## config.mk

```make
export PLATFORM = sky130hd
export DESIGN_NAME = alu_share_sched
export DESIGN_NICKNAME = d
export VERILOG_FILES = /design/src/rtl/alu_pkg.sv /design/src/rtl/rr_arb2.sv /design/src/rtl/alu_share_sched.sv
export SDC_FILE = /design/constraint.sdc
export NUM_CORES = 1
export LEC_CHECK = 0
export CORE_AREA = 8 8 74 76
export DETAILED_ROUTE_END_ITERATION = 10
export DIE_AREA = 0 0 82 84
export PLACE_DENSITY_LB_ADDON = 0.05
export SYNTH_ARGS = -nofsm -noshare
export SYNTH_HDL_FRONTEND = slang
export SYNTH_SLANG_ARGS = --single-unit
```

## constraint.sdc

```tcl
create_clock -name eclk -period 3.6 [get_ports eclk]
set_clock_uncertainty 0.1 [all_clocks]
set_input_delay 0.9 -clock eclk [delete_from_list [all_inputs] [get_ports eclk]]
set_output_delay 0.9 -clock eclk [all_outputs]
set_load 0.02 [all_outputs]
```

## src/rtl/alu_pkg.sv

```systemverilog
// Package: alu_pkg
//
// Shared definitions for the ALU sharing scheduler and the logic around it:
//   state_e   - scheduler FSM states (IDLE -> LOAD -> EXEC -> RESP)
//   alu_op_e  - opcode values understood by the shared ALU core
//   CNT_W     - width of the execute-time counter (holds 1..15)
package alu_pkg;

  localparam int CNT_W = 4;

  typedef enum logic [1:0] {
    ST_IDLE = 2'd0,
    ST_LOAD = 2'd1,
    ST_EXEC = 2'd2,
    ST_RESP = 2'd3
  } state_e;

  typedef enum logic [2:0] {
    OP_ADD   = 3'd0,
    OP_SUB   = 3'd1,
    OP_AND   = 3'd2,
    OP_OR    = 3'd3,
    OP_XOR   = 3'd4,
    OP_PASSA = 3'd5,
    OP_PASSB = 3'd6,
    OP_NOP   = 3'd7
  } alu_op_e;

endpackage

```

## src/rtl/rr_arb2.sv

```systemverilog
// Module: rr_arb2
//
// Two-way round-robin arbiter. When both requesters are valid the one that
// did not win last time is granted; a lone valid requester always wins.
// The fairness pointer only moves when the grant is actually taken.
//
// Ports:
//   eclk    in   clock
//   rst     in   asynchronous active-low reset (last_grant -> 1, so 0 wins first)
//   valid0  in   requester 0 wants the resource
//   valid1  in   requester 1 wants the resource
//   accept  in   the current grant is consumed this cycle
//   grant0  out  requester 0 would be granted
//   grant1  out  requester 1 would be granted
module rr_arb2 (
  input  logic eclk,
  input  logic rst,
  input  logic valid0,
  input  logic valid1,
  input  logic accept,
  output logic grant0,
  output logic grant1
);

  logic last_grant;

  // last_grant == 1 means requester 1 won most recently, so 0 has priority.
  always_comb begin
    grant0 = valid0 && (!valid1 || last_grant);
    grant1 = valid1 && (!valid0 || !last_grant);
  end

  // Remember who won; only updated when the winner is really accepted.
  always_ff @(posedge eclk or negedge rst) begin
    if (!rst) begin
      last_grant <= 1'b1;
    end else if (accept) begin
      last_grant <= grant1;
    end
  end

endmodule

```

## src/rtl/alu_share_sched.sv

```systemverilog
// Module: alu_share_sched
//
// Shares one ALU between two requesters. A round-robin winner is accepted in
// IDLE, its opcode/operands are latched and presented to the ALU with a
// one-cycle load strobe, the result is captured after EXEC_CYCLES and held
// as a tagged response until the consumer takes it.
//
// Ports:
//   eclk, rst                  clock, asynchronous active-low reset
//   req0_valid/ready/op/a/b    requester 0 handshake and operation
//   req1_valid/ready/op/a/b    requester 1 handshake and operation
//   alu_ld                     one-cycle load enable for ALU operand registers
//   alu_op, alu_a, alu_b       operation presented to the ALU (0 when idle)
//   alu_res, alu_cout          ALU result and carry
//   rsp_valid/ready            response handshake
//   rsp_id, rsp_data, rsp_cout owner, captured result, captured carry
//   busy                       scheduler is not idle
module alu_share_sched
  import alu_pkg::*;
#(
  parameter int WIDTH       = 8,
  parameter int OPW         = 3,
  parameter int EXEC_CYCLES = 2
) (
  input  logic             eclk,
  input  logic             rst,
  input  logic             req0_valid,
  output logic             req0_ready,
  input  logic [OPW-1:0]   req0_op,
  input  logic [WIDTH-1:0] req0_a,
  input  logic [WIDTH-1:0] req0_b,
  input  logic             req1_valid,
  output logic             req1_ready,
  input  logic [OPW-1:0]   req1_op,
  input  logic [WIDTH-1:0] req1_a,
  input  logic [WIDTH-1:0] req1_b,
  output logic             alu_ld,
  output logic [OPW-1:0]   alu_op,
  output logic [WIDTH-1:0] alu_a,
  output logic [WIDTH-1:0] alu_b,
  input  logic [WIDTH-1:0] alu_res,
  input  logic             alu_cout,
  output logic             rsp_valid,
  input  logic             rsp_ready,
  output logic             rsp_id,
  output logic [WIDTH-1:0] rsp_data,
  output logic             rsp_cout,
  output logic             busy
);

  state_e             state, state_nxt;
  logic [OPW-1:0]     op_q;
  logic [WIDTH-1:0]   a_q, b_q;
  logic               id_q;
  logic [CNT_W-1:0]   cnt;
  logic [WIDTH-1:0]   data_q;
  logic               cout_q;
  logic               grant0, grant1;
  logic               in_idle;
  logic               accept;

  // Readies are also forced low while reset is held, so nothing is offered
  // to the requesters until the block is running.
  assign in_idle    = rst && (state == ST_IDLE);
  assign accept     = in_idle && (grant0 || grant1);
  assign req0_ready = in_idle && grant0;
  assign req1_ready = in_idle && grant1;

  rr_arb2 u_arb (
    .eclk   (eclk),
    .rst    (rst),
    .valid0 (req0_valid),
    .valid1 (req1_valid),
    .accept (accept),
    .grant0 (grant0),
    .grant1 (grant1)
  );

  // State register.
  always_ff @(posedge eclk or negedge rst) begin
    if (!rst) begin
      state <= ST_IDLE;
    end else begin
      state <= state_nxt;
    end
  end

  // Next-state and output decode. The ALU operands are only driven while the
  // operation is in flight so the ALU sees zeros whenever the block is idle.
  always_comb begin
    state_nxt = state;
    alu_ld    = 1'b0;
    rsp_valid = 1'b0;
    alu_op    = '0;
    alu_a     = '0;
    alu_b     = '0;
    busy      = (state != ST_IDLE);
    case (state)
      ST_IDLE: begin
        if (accept) state_nxt = ST_LOAD;
      end
      ST_LOAD: begin
        alu_ld    = 1'b1;
        alu_op    = op_q;
        alu_a     = a_q;
        alu_b     = b_q;
        state_nxt = ST_EXEC;
      end
      ST_EXEC: begin
        alu_op = op_q;
        alu_a  = a_q;
        alu_b  = b_q;
        if (cnt == CNT_W'(1)) state_nxt = ST_RESP;
      end
      ST_RESP: begin
        rsp_valid = 1'b1;
        if (rsp_ready) state_nxt = ST_IDLE;
      end
      default: state_nxt = ST_IDLE;
    endcase
  end

  // Operand latch, execute counter and result register. The counter is
  // loaded in LOAD and the result is grabbed on its last EXEC cycle, which
  // gives exactly EXEC_CYCLES cycles between the load strobe and capture.
  always_ff @(posedge eclk or negedge rst) begin
    if (!rst) begin
      op_q   <= '0;
      a_q    <= '0;
      b_q    <= '0;
      id_q   <= 1'b0;
      cnt    <= '0;
      data_q <= '0;
      cout_q <= 1'b0;
    end else begin
      if (accept) begin
        op_q <= grant1 ? req1_op : req0_op;
        a_q  <= grant1 ? req1_a  : req0_a;
        b_q  <= grant1 ? req1_b  : req0_b;
        id_q <= grant1;
      end
      if (state == ST_LOAD) begin
        cnt <= CNT_W'(EXEC_CYCLES);
      end else if (state == ST_EXEC) begin
        cnt <= cnt - 1'b1;
      end
      if ((state == ST_EXEC) && (cnt == CNT_W'(1))) begin
        data_q <= alu_res;
        cout_q <= alu_cout;
      end
    end
  end

  assign rsp_id   = id_q;
  assign rsp_data = data_q;
  assign rsp_cout = cout_q;

endmodule

```

== After elaboration in Yosys (flattened, before gate mapping) ==
Cells that the tools add are included.
Storage, ports and cells
  register bits: 36
  input bits: 52
  output and inout bits: 34
  word-level logic and storage cells: 49
Operators by class
  add/sub/neg operators: 1
  equal/unequal tests: 7
  multiplexer cells: 14
  reductions and logical operators: 18
Operator list (count)
  two-way mux 8 bit: 4
  two-way mux 4 bit: 2
  case mux 2 bit (4 select lines): 1
  logical AND 1 bit: 7
  two-way mux 2 bit: 3
  two-way mux 3 bit: 2
  inequality test 2 bit, second input constant: 3
  equality test 2 bit, second input constant: 2
  equality test 4 x 1 -> 1 bit, second input constant: 1
  nonzero test 2 bit: 2
  subtractor 4 x 1 -> 4 bit, second input constant: 1
  zero test 1 bit: 3
  logical OR 1 bit: 3
  AND reduction 3 bit: 1
  equality test 2 x 1 -> 1 bit, second input constant: 1
  zero test 2 bit: 1
  two-way mux 1 bit: 2
  OR reduction 2 bit: 1

== Depth between registers and ports, before layout ==
Gate-level depths: netlist of run 1.
  depth after elaboration: 7
  depth in mapped cells: 7
  gate-level depth less buffers: 5

== Hierarchy ==
A second synthesis of run 1 with hierarchy kept.
Unflattened totals
  cells, all modules: 172
  area, all modules: 1858.0 um2
Modules (own cells, without submodules)
  alu_share_sched: times used 1, cells an instance 167, area an instance 1794.2 um2, sequential area each 875.8 um2
  rr_arb2: times used 1, cells an instance 5, area an instance 63.8 um2, sequential area each 26.3 um2

== Least setup slack after synthesis of run 1 ==
OpenSTA, ideal clock, no wires.
  path type: input to output
  from: in req1_valid
  to: out req1_ready
  arrival: 1.606 ns
  slack: 0.994 ns
  stages on the path: 3
  path buffers: 1
  path through: a21boi_1 buf_2 and3_1
On the way
  cells in the longest elaborated chain, start to end: 2
RTL lines
  start: declaration: line alu_share_sched.sv:32  | input logic req1_valid,
  logical AND 1 bit: line rr_arb2.sv:30  | grant1 = valid1 && (!valid0 || !last_grant);
  logical AND 1 bit: line alu_share_sched.sv:67  | assign req1_ready = in_idle && grant1;
  end: declaration: line alu_share_sched.sv:33  | output logic req1_ready,
Every way passes these cells.

== Worst setup path after layout of run 1 ==
  from: reg state[0]
  to: out alu_a[0]
On the way
  cells in the longest elaborated chain, start to end: 3
RTL lines
  start: declaration: line alu_share_sched.sv:51  | state_e state, state_nxt;
  start signal: assignment: line alu_share_sched.sv:84  | state <= state_nxt;
  equality test 2 x 1 -> 1 bit or equality test 2 bit (tied branches): line alu_share_sched.sv:98  | case (state)
  OR reduction 2 bit (no source line) (*)
  two-way mux 8 bit (*): line alu_share_sched.sv:98
  end: declaration: line alu_share_sched.sv:39  | output logic [WIDTH-1:0] alu_a,
Every way passes the cells marked *; elsewhere a longest branch is shown, timed or not.

==> results of run 1 <==
==> power breakdown <==
group | internal, mW | switching, mW
Clock | 0.138 | 0.138
Sequential | 0.601 | 0.105
Combinational | 0.631 | 0.663
Total | 1.37 | 0.906
==> worst register-to-register path, cell delays in order (launching register included) <==
cell and delay (ns):
dfrtp_1 0.42, inv_1 0.10, ha_1 0.31, o211ai_1 0.20, a221oi_2 0.36, mux2_1 0.34
==> metal layers <==
metal,global-route usage [%],vias up
met5,0,-
met4,4.31,0
met3,7.00,5
met2,22.7,43
met1,16.3,681
li1,-,752
==> how the worst max path moves through the flow <==
stage / cells after the start / end
3_3_place_gp: 4 / req1_ready
5_1_grt: 4 / alu_a[2]
2_1_floorplan: 3 / req1_ready
3_5_place_dp: 4 / req1_ready
6_report: 4 / alu_a[0]
4_1_cts: 4 / alu_op[1]
==> synthesized netlist by cell type (all sizes together), types with 3 or more instances <==
cell type	number	area share, %
mux2i	20	11
o21ai	22	6.1
nand2	20	4.1
dfrtp	35	48
nand3	3	0.83
mux2	10	6.2
clkbuf	4	0.83
and2	19	6.5
buf	5	1.4
inv	11	2.3
ha	6	4.1
==> state kept, by name (all words and copies together) (netlist names) <==
signal / cells
rsp_data: 8
rsp_cout: 1
cnt: 4
op_q: 3
rsp_id: 1
a_q: 8
b_q: 8
u_arb.last_grant: 1
state: 2
==> cell families after synthesis <==
| group | Yosys count | synth area share, % |
|---|---|---|
| multiplexers | 30 | 17.2 |
| buffers and inverters | 20 | 4.47 |
| AO/OA/AOI/OAI | 31 | 9.97 |
| adder cells (fa/ha/maj) | 6 | 4.13 |
| AND/OR/NAND/NOR | 50 | 14.6 |
| flip-flops | 36 | 49.6 |
==> cell type report <==
type	instances	area share, %
multi-input combinational	117	30.0
clock buffer	8	2.86
timing repair buffer	88	31.1
tap	52	2.33
sequential	36	32.3
inverter	11	1.48
==> metrics by stage <==
stage	instances	hold WS [ns]	instance area (sq um)
CTS	312	0.379	2800
detailed placement	304	0.362	2720
finish	312	0.372	2800
global route	312	0.398	2800
floorplan	173	0.342	1820
global placement	304	0.352	2720
==> run summary, run 1 <==
Hold Path Class -> flop to flop
Yosys cell types -> 29
root buf cell -> clkbuf_8
Crit path largest cell delay -> 0.77 ns
Worst slew margin -> 51.0%
core area -> 4260 sq um
crit path from -> state[0]
CP Buf/Inv Count -> 2
Post-synth EDFFs -> 0
hold path depth -> 2
total number of vias -> 1,481
Hold Path Origin -> a_q[1]
Tmin final -> 3.39 ns
synthesized flop and latch total -> 36
GRT overflow -> 0
IO Pins -> 86
row count -> 24
clock-pin slew on the worst setup and hold paths -> 0.07 ns
final wirelength -> 4640 um
Crit Reg-Reg Endpoint -> state[1]
Residual DRC -> 0
DIE WIDTH -> 82 um
Layout Nets -> 317
WS Path Type -> flop to primary output
CTS H-tree lvls -> 2
FMAX -> 0.295 GHz
ys async rst share -> 100%
Num Clock Sinks -> 36
Final period util -> 94.2%
postcts setup bufs -> 0
WHS Endpoint -> a_q[1]
antenna-violating nets left -> 0
Pleak -> 1.25 nW
origin of the critical flop-to-flop path -> state[0]
clk buf depth -> 2
footprint of the multi-input gates -> 840 sq um
register area share after synthesis -> 49.6%
max-slew violations -> 0
met3 WL post-DR -> 408 um
Worst R2R Path Depth -> 5
Hold-fix buffers, CTS -> 0
PnR worst setup slack -> 0.207 ns
initial antenna violation count -> 0
most common cell after layout, fill and taps aside -> clkdlybuf4s50_1
antenna cells -> 0
WL met1 -> 1850 um
commonest non-fill, non-tap cells in the layout -> clkdlybuf4s50_1, dfrtp_1, mux2i_1, nand2_1
CP max-delay cell -> ha_1
Global Route Usage Sum -> 14.3%
outcome -> finished, final reports clean
RSZ-0062 raised after global routing -> no
fillers -> 374
Cell Chain, Critical Path -> inv_1 > ha_1 > and2_1 > clkdlybuf4s50_1
final setup violation count -> 0
Detailed Route Iter0 Violations -> 39
PwrDens -> 813 nW/um^2
RePlAce Congestion -> 0.702
vias in the first global route -> 1,608
Final Hold Violating Endpoints -> 0
largest net degree at the start of global routing -> 39
setup tns final -> 0 ns
initial core utilization -> 42.7%
CTS buffer count -> 5
CTS tree -> done
DRT Pass-1 Iters -> 4
worst-path maximum fanout -> 28
total power -> 2.27 mW
DR top layer -> met4
Die Area -> 6890 sq um
Port Buffers -> 85
Syn Area/Cell -> 10.5 sq um
Max-Cap Viols -> 0
CP Capture Type -> primary output
Max IR drop VDD -> 0.341 mV
yosys warns -> 0
Core Util, Final -> 65.6%
first-pass GRT wire length -> 7740 um
Critical Path Source Type -> flop
met2 WL -> 2340 um
post-cts resize count -> 0
clk_lat worst skew -> 0.28 ns
Place WS -> 0.233 ns
dpl hpwl -> 3540 um
Synth-to-Final Area Change -> 53.7%
Worst Path Required -> 2.60 ns
fraction of layout instances using a drive strength above 1 -> 8.85%
Crit path max-delay family -> adder cells
Die Y -> 84 um
main flop type after synthesis -> dfrtp_1
WP data arrival -> 2.39 ns
Net Count, Synth -> 231
vias per cell -> 4.75
post-synthesis cell area -> 1820 sq um
DR WL/cell -> 14.9 um
Worst-Margin Slew -> 0.735 ns
r2r setup slk -> 1.66 ns
cell count after synthesis -> 173
register area -> 902 sq um
(Power assumes the default switching activity.)
==> run 2: changes to the inputs <==
==> constraint.sdc (replaced) <==
create_clock -name eclk -period 4.4 [get_ports eclk]
set_clock_uncertainty 0.1 [all_clocks]
set_input_delay 1.1 -clock eclk [delete_from_list [all_inputs] [get_ports eclk]]
set_output_delay 1.1 -clock eclk [all_outputs]
set_load 0.02 [all_outputs]
==> run summary, run 2 (same netlist as run 1, synthesis figures left out) <==
CTS tree -> done
clk buf depth -> 2 (unchanged)
DIE WIDTH -> 82 um (unchanged)
Critical Path Source Type -> primary input
CP Buf/Inv Count -> 2 (unchanged)
Port Buffers -> 85 (unchanged)
dpl hpwl -> 3500 um (-1.1%)
postcts setup bufs -> 0 (unchanged)
Synth-to-Final Area Change -> 54.3%
Crit path max-delay family -> buffers and inverters
total number of vias -> 1,497 (+1.1%)
PwrDens -> 667 nW/um^2 (-18%)
GRT overflow -> 0 (unchanged)
Die Area -> 6890 sq um (unchanged)
clk_lat worst skew -> 0.28 ns (about the same)
fraction of layout instances using a drive strength above 1 -> 9.23% (+0.38 points)
DRT Pass-1 Iters -> 4 (unchanged)
clock-pin slew on the worst setup and hold paths -> 0.07 ns (about the same)
WS Path Type -> primary input to primary output
vias in the first global route -> 1,524 (-5.2%)
Hold-fix buffers, CTS -> 0 (unchanged)
initial antenna violation count -> 0 (unchanged)
final setup violation count -> 0 (unchanged)
PnR worst setup slack -> 0.617 ns (+0.410 ns)
DR WL/cell -> 14.8 um (-0.37%)
RSZ-0062 raised after global routing -> no
RePlAce Congestion -> 0.715 (+1.9%)
origin of the critical flop-to-flop path -> state[0]
Pleak -> 1.25 nW (+0.48%)
outcome -> finished, final reports clean
commonest non-fill, non-tap cells in the layout -> clkdlybuf4s50_1, dfrtp_1, mux2i_1, nand2_1
IO Pins -> 86 (unchanged)
Worst-Margin Slew -> 0.747 ns (+0.0119 ns)
Max-Cap Viols -> 0 (unchanged)
Detailed Route Iter0 Violations -> 54 (+38%)
vias per cell -> 4.80 (+1.1%)
post-cts resize count -> 0 (unchanged)
CP max-delay cell -> clkdlybuf4s50_1
FMAX -> 0.264 GHz
antenna cells -> 0 (unchanged)
core area -> 4260 sq um (unchanged)
antenna-violating nets left -> 0 (unchanged)
Tmin final -> 3.78 ns
most common cell after layout, fill and taps aside -> clkdlybuf4s50_1
Die Y -> 84 um (unchanged)
CTS H-tree lvls -> 2 (unchanged)
Global Route Usage Sum -> 14.2% (-0.068 points)
Place WS -> 0.618 ns (+0.385 ns)
Max IR drop VDD -> 0.308 mV (-9.6%)
Hold Path Class -> flop to flop
row count -> 24 (unchanged)
Worst slew margin -> 50.2% (-0.80 points)
crit path from -> req1_valid
most used cell, CP -> clkdlybuf4s50_1
largest net degree at the start of global routing -> 40 (+2.6%)
initial core utilization -> 42.7% (unchanged)
CTS buffer count -> 5 (unchanged)
Layout Nets -> 317 (unchanged)
CP Capture Type -> primary output
Worst Path Required -> 3.20 ns (+0.60 ns)
final wirelength -> 4630 um (-0.37%)
Placement Cell Area -> 2720 sq um (unchanged)
Crit path largest cell delay -> 0.60 ns (-0.17 ns)
Final Hold Violating Endpoints -> 0 (unchanged)
Hold Path Origin -> a_q[3]
Residual DRC -> 0 (unchanged)
Cell Chain, Critical Path -> clkdlybuf4s50_1 > a21boi_2 > and3_1 > clkdlybuf4s50_1
first-pass GRT wire length -> 7560 um (-2.3%)
worst-path maximum fanout -> 4 (-86%)
WP data arrival -> 2.58 ns (+0.19 ns)
Final period util -> 86.0%
Num Clock Sinks -> 36 (unchanged)
max-slew violations -> 0 (unchanged)
setup tns final -> 0 ns (unchanged)
root buf cell -> clkbuf_8
Design Area, Final -> 2810 sq um (+0.36%)
## run 2: cell counts in the layout (fill, tap and decap cells not counted)
Identical to the previous run, type by type.
## run 2: worst paths after layout
check                                   end  slack (ns)  cells after the start
max reg2reg                        state[1]        2.25                      6
max in group asynchronous  u_arb.last_grant        3.05                      2
min                                  a_q[3]        0.37                      2
max                              req1_ready        0.62                      4
min in group asynchronous            rsp_id        0.80                      2
min reg2reg                          a_q[3]        0.37                      2
## run 2: cell type report
class,count,area (sq um)
Multi-Input combinational cell,117,840
Tap cell,52,65.1
Fill cell,365,1460
Clock buffer,8,90.1
Timing Repair Buffer,88,868
Inverter,11,41.3
Sequential cell,36,902
## run 2: per-layer routing
| metal | GRT usage [%] | vias to the layer above | wire (um) |
|---|---|---|---|
| met2 | 21.6 | 43 | 2270 |
| met4 | 3.83 | 0 | 34 |
| met5 | 0 | - | 0 |
| met1 | 16.5 | 695 | 1910 |
| li1 | - | 755 | - |
| met3 | 8.19 | 4 | 412 |
## run 2: worst register-to-register path, cell delays in order, from the launching register on
cell and delay, ns:
dfrtp_1 0.42, inv_1 0.10, ha_1 0.32, o211ai_1 0.13, buf_4 0.28, a221oi_2 0.34
mux2_1 0.35
## run 2: power by group
group	total [mW]	switching, mW	internal [mW]
logic	1.06	0.542	0.516
registers	0.575	0.0831	0.492
clock network	0.241	0.114	0.128
## run 2: metrics by stage
| step | hold WS (ns) | power [mW] | instances | util [%] |
|---|---|---|---|---|
| finish | 0.370 | 1.87 | 312 | 65.8 |
| global placement | 0.353 | 1.64 | 304 | 63.7 |
| detailed placement | 0.362 | 1.66 | 304 | 63.7 |
| floorplan | 0.342 | 1.19 | 173 | - |
| global route | 0.397 | 2.02 | 312 | 65.8 |
| CTS | 0.378 | 1.90 | 312 | 65.8 |
